## src/rtl/multiplexor_display.sv

```systemverilog
// Scans a 16-bit value onto one shared 4-bit digit bus for a 4-digit common-anode display.
// The displayed value only changes at a sweep boundary, so a single sweep never mixes two values.
module multiplexor_display #(
    parameter int PRESCALER = 50000,
    parameter int ANCHO_PRE = 16
) (
    input  logic        reloj,
    input  logic        reinicio_n,
    input  logic [15:0] valor,
    input  logic        cargar,
    input  logic        supr_ceros,
    input  logic        habilitar,
    output logic [3:0]  digito,
    output logic [3:0]  anodos,
    output logic [1:0]  indice,
    output logic        fin_barrido
);

    generate
        if (PRESCALER < 2) begin : g_err_prescaler
            $error("multiplexor_display: PRESCALER must be >= 2");
        end
        if ((ANCHO_PRE < 1) || (ANCHO_PRE < $clog2(PRESCALER))) begin : g_err_ancho
            $error("multiplexor_display: ANCHO_PRE too narrow for PRESCALER");
        end
    endgenerate

    localparam logic [ANCHO_PRE-1:0] PRE_ULT = ANCHO_PRE'(PRESCALER - 1);
    localparam logic [ANCHO_PRE-1:0] PRE_UNO = ANCHO_PRE'(1);

    logic [ANCHO_PRE-1:0] r_pre;
    logic [1:0]           r_indice;
    logic [3:0]           r_digito;
    logic [3:0]           r_anodos;
    logic                 r_fin;
    logic [15:0]          r_mostrado;
    logic [15:0]          r_pendiente;
    logic                 r_pend_valido;

    logic                 w_tick;
    logic                 w_wrap;
    logic [1:0]           w_indice_sig;
    logic [15:0]          w_valor_nuevo;
    logic                 w_blank;
    logic [3:0]           w_anodos_sig;

    function automatic logic [3:0] nibble_de(input logic [15:0] v, input logic [1:0] k);
        case (k)
            2'd0:    nibble_de = v[3:0];
            2'd1:    nibble_de = v[7:4];
            2'd2:    nibble_de = v[11:8];
            default: nibble_de = v[15:12];
        endcase
    endfunction

    // A slot is a leading zero when it and every more significant nibble are zero.
    function automatic logic es_cero_izq(input logic [15:0] v, input logic [1:0] k);
        case (k)
            2'd0:    es_cero_izq = 1'b0;
            2'd1:    es_cero_izq = (v[15:4] == 12'h000);
            2'd2:    es_cero_izq = (v[15:8] == 8'h00);
            default: es_cero_izq = (v[15:12] == 4'h0);
        endcase
    endfunction

    assign w_tick        = habilitar && (r_pre == PRE_ULT);
    assign w_wrap        = w_tick && (r_indice == 2'd3);
    assign w_indice_sig  = r_indice + 2'd1;
    assign w_valor_nuevo = (w_wrap && r_pend_valido) ? r_pendiente : r_mostrado;
    assign w_blank       = supr_ceros && es_cero_izq(r_mostrado, r_indice);
    assign w_anodos_sig  = (habilitar && !w_blank) ? ~(4'b0001 << r_indice) : 4'b1111;

    // Anodes follow the registered slot index, giving the one-clock lag behind the digit bus.
    always_ff @(posedge reloj or negedge reinicio_n) begin
        if (!reinicio_n) begin
            r_pre         <= '0;
            r_indice      <= 2'd0;
            r_digito      <= 4'h0;
            r_anodos      <= 4'b1111;
            r_fin         <= 1'b0;
            r_mostrado    <= 16'h0000;
            r_pendiente   <= 16'h0000;
            r_pend_valido <= 1'b0;
        end else begin
            if (habilitar) begin
                r_pre <= (r_pre == PRE_ULT) ? '0 : r_pre + PRE_UNO;
            end
            if (w_tick) begin
                r_indice <= w_indice_sig;
                r_digito <= nibble_de(w_valor_nuevo, w_indice_sig);
            end
            if (w_wrap && r_pend_valido) begin
                r_mostrado <= r_pendiente;
            end
            if (cargar) begin
                r_pendiente   <= valor;
                r_pend_valido <= 1'b1;
            end else if (w_wrap) begin
                r_pend_valido <= 1'b0;
            end
            r_fin    <= w_wrap;
            r_anodos <= w_anodos_sig;
        end
    end

    assign digito      = r_digito;
    assign anodos      = r_anodos;
    assign indice      = r_indice;
    assign fin_barrido = r_fin;

endmodule

```

## config.mk

```make
export PLATFORM = sky130hd
export DESIGN_NAME = multiplexor_display
export DESIGN_NICKNAME = d
export VERILOG_FILES = /design/src/rtl/multiplexor_display.sv
export SDC_FILE = /design/constraint.sdc
export NUM_CORES = 1
export LEC_CHECK = 0
export ABC_CLOCK_PERIOD_IN_PS = 5990
export CAP_MARGIN = 0
export CELL_PAD_IN_SITES_DETAIL_PLACEMENT = 1
export CELL_PAD_IN_SITES_GLOBAL_PLACEMENT = 2
export CORE_ASPECT_RATIO = 0.75
export CORE_MARGIN = 8
export CORE_UTILIZATION = 39
export DETAILED_ROUTE_END_ITERATION = 8
export PLACE_DENSITY = 0.89
export SETUP_SLACK_MARGIN = 0.15
export SLEW_MARGIN = 20
export SYNTH_ARGS = -nofsm -noshare
export SYNTH_HDL_FRONTEND = slang
export SYNTH_SLANG_ARGS = --single-unit
```

## constraint.sdc

```tcl
create_clock -name reloj -period 5.99 [get_ports reloj]
set_input_delay 1.198 -clock reloj [delete_from_list [all_inputs] [get_ports reloj]]
set_output_delay 1.198 -clock reloj [all_outputs]
set_load 0.02 [all_outputs]
```

==> run metrics <==
Cell Area, Synth=2835 µm²; Synth Area in XOR/XNOR=0.04943; WHS Endpoint=r_mostrado[0]; CTS Buf Count=9; WP data arrival=3.74 ns; Area Growth Syn to Fin=19.90%; Placed Area=3212 µm²; setup_tns=0 ns; Clock transition at path regs=0.06 ns; critical path class=in -> reg; Hold Crit Depth=2; Routed WL=6654 µm; main combinational cell family by area after synthesis=simple AND/OR/NAND/NOR gates; Yosys warnings=0; Max Buffers Root-to-Sink=2; Final Cell Area=3400 µm²; Worst-Skew Late Latency=0.34 ns; Setup Skew=0.006681 ns; Worst slew margin=0.4325; HP Class=reg -> reg; Worst Tran Pin Value=0.8485 ns; Buf/Inv on CP=1; met2 usage=0.1939; Largest delay share family, worst path=simple AND/OR/NAND/NOR gates; CTS Root Cell=clkbuf_8; run status=completed; final setup fails=0; total gr overflow=0; hpwl dp=4783 µm; violation count after the first detailed-route iteration=88; CP Capture Type=flop; initial antenna violation count=0; Die ar.=10280 µm²; simple-gate share of the synthesized area=0.2012; Tmin final=3.526 ns; Worst setup SP type=input pin; slack of the worst reg-to-reg path=3.42 ns; DRC viols=0; met3 GRT Util=0.05878; IR drop worst, VDD=0.1087 mV; post-synthesis sequential area ratio=0.5313; vias per cell=5.057; final net count=328; number of synthesized flops with an enable pin=0; ANT cells=0; Compound-Gate Fraction of Synth Area=0.07988; ys flop type=dfrtp_1; Die Ht=89.84 µm; met1 Use GR=0.1898; H-Tree Depth=3; WL per Instance=16.47 µm; worst reg2reg startpoint=r_pre[0]; Slowest Stage Delay on Critical Path=0.62 ns; reg2reg end=digito[2]; reg2reg path depth=6; Netlist cell types=38; Initial Util=0.3940; period utilization=0.5886; final hold violations=0; mux cell area share after synthesis=0.06708; Core ar.=7196 µm²; Synth Area in Adders=0.03530; clk sinks=60; die width=114.5 µm; CTS tree=done; Net Count, Synth=297; layout cells sized above 1=0.1419; Worst Path Required=6.20 ns; vias in the first global route=2204; post-CTS setup buffers=0; Vias=2043; Gates resized, CTS repair=0; RSZ-0062 raised after global routing=false; Yosys reg bits=60; first-pass GRT wire length=11300 µm; slowest CP cell=clkdlybuf4s50_1; asr flop ratio synth=1.000; # IOs=32; Slew Viols, Final=0; Top cell by count, worst path=a31oi_1; row cnt=27; MaxCap Viol Count=0; Final Wtd Congestion=0.7726; GRT Total Usage=0.1402; Critical Path Fanout Max=20; GRT Max-Usage Layer=met2; Hold Startpoint=r_mostrado[0]; critical-path cell list=clkdlybuf4s50_1, nand4_1, nor4_4, nand2_1, a31oi_1, a31oi_1; f_max=283.6 MHz; Lkg Pwr=1.517 nW; Syn Inst Count=268; largest net degree at the start of global routing=61; synthesized area per cell=10.58 µm²; Power Density=272.6 nW/µm²; hold buffers post-CTS=0; # port buffers=31; antenna-violating nets left=0; drt pass-1 iters=4
-- through the flow --
stage          cells  hold WS [ns]    util  setup WS [ns]  total power [W]
2_1_floorplan    268        0.4385       -          3.150        0.0005451
3_3_place_gp     389        0.4609  0.4464          2.212        0.0005856
3_5_place_dp     389        0.4673  0.4464          2.121        0.0005898
4_1_cts          404        0.4813  0.4724          2.483        0.0009389
5_1_grt          404        0.5092  0.4724          2.242        0.0009776
6_report         404        0.4819  0.4724          2.464        0.0009266
-- worst max-delay path by stage --
stage / start / end / slack (ns) / cells past startpoint
3_5_place_dp: habilitar / digito[2] / 2.12 / 6
5_1_grt: habilitar / digito[2] / 2.24 / 6
4_1_cts: habilitar / digito[2] / 2.48 / 6
2_1_floorplan: habilitar / digito[3] / 3.15 / 7
3_3_place_gp: habilitar / digito[3] / 2.21 / 7
6_report: habilitar / digito[2] / 2.46 / 6
-- metal layers --
metal	vias up	wire length, µm
met3	7	333
met1	1010	3329
met4	0	82
li1	992	-
met5	-	0
met2	34	2909
-- where the power goes --
| group | total [W] | internal (W) | switching, W | leakage (nW) |
|---|---|---|---|---|
| Combinational | 0.000101 | 0.0000541 | 0.0000472 | 0.668 |
| Clock | 0.000344 | 0.000193 | 0.000151 | 0.0986 |
| Sequential | 0.000481 | 0.000445 | 0.0000366 | 0.750 |
-- state kept, by name, indices dropped and copies added, names as in the netlist --
signal	cells
r_mostrado	16
r_pendiente	16
r_pre	16
anodos	4
digito	4
indice	2
fin_barrido	1
r_pend_valido	1
-- tightest hold or removal path: cells and delay by family, from the launching register on --
family	cells	cell delay (ns)
flops	1	0.35
simple gates	2	0.11
-- cell type report --
cell class	instances	area [µm²]
fillers	794	3796
flip-flops and latches	60	1506
multi-input cells	189	1236
repair buffers	33	320.3
clock buffers	14	182.7
well taps	101	126.4
inverters	6	22.52
clock inverters	1	5.005
-- synth_stat cells (4+ instances only) --
cell,count,area share
mux2_2,16,0.064
nor3_1,12,0.021
nand3_1,5,0.0088
o32ai_1,4,0.012
xnor2_1,10,0.031
buf_2,6,0.011
ha_1,8,0.035
a311oi_1,4,0.012
a21oi_1,6,0.011
clkbuf_1,4,0.0053
dfrtp_1,56,0.49
nor2_1,12,0.016
inv_1,6,0.0079
dfstp_2,4,0.037
xor2_1,6,0.019
nand2_1,62,0.082
a31oi_1,12,0.026
and3_1,6,0.013
or2_1,4,0.0088
-- kinds of logic (layout without fill, tap and decap cells) --
logic type	count (synthesis)	after routing
and+or+nand+nor	115	115
DFF	60	60
AOI/OAI and AO/OA	33	33
buffers and inverters	19	54
muxes	17	17
xor gates and xnor gates	16	16
adders and majority gates	8	8
-- cells in the final DEF, fill, tap and decap left out, types with 8 or more instances in the layout --
master            n
clkdlybuf4s50_1  30
nor3_1           12
nor2_1           12
ha_1              8
a31oi_1          12
dfrtp_1          56
clkbuf_8         13
nand2_1          62
mux2_2           16
xnor2_1          10
Power figures use the tool's default switching activity.
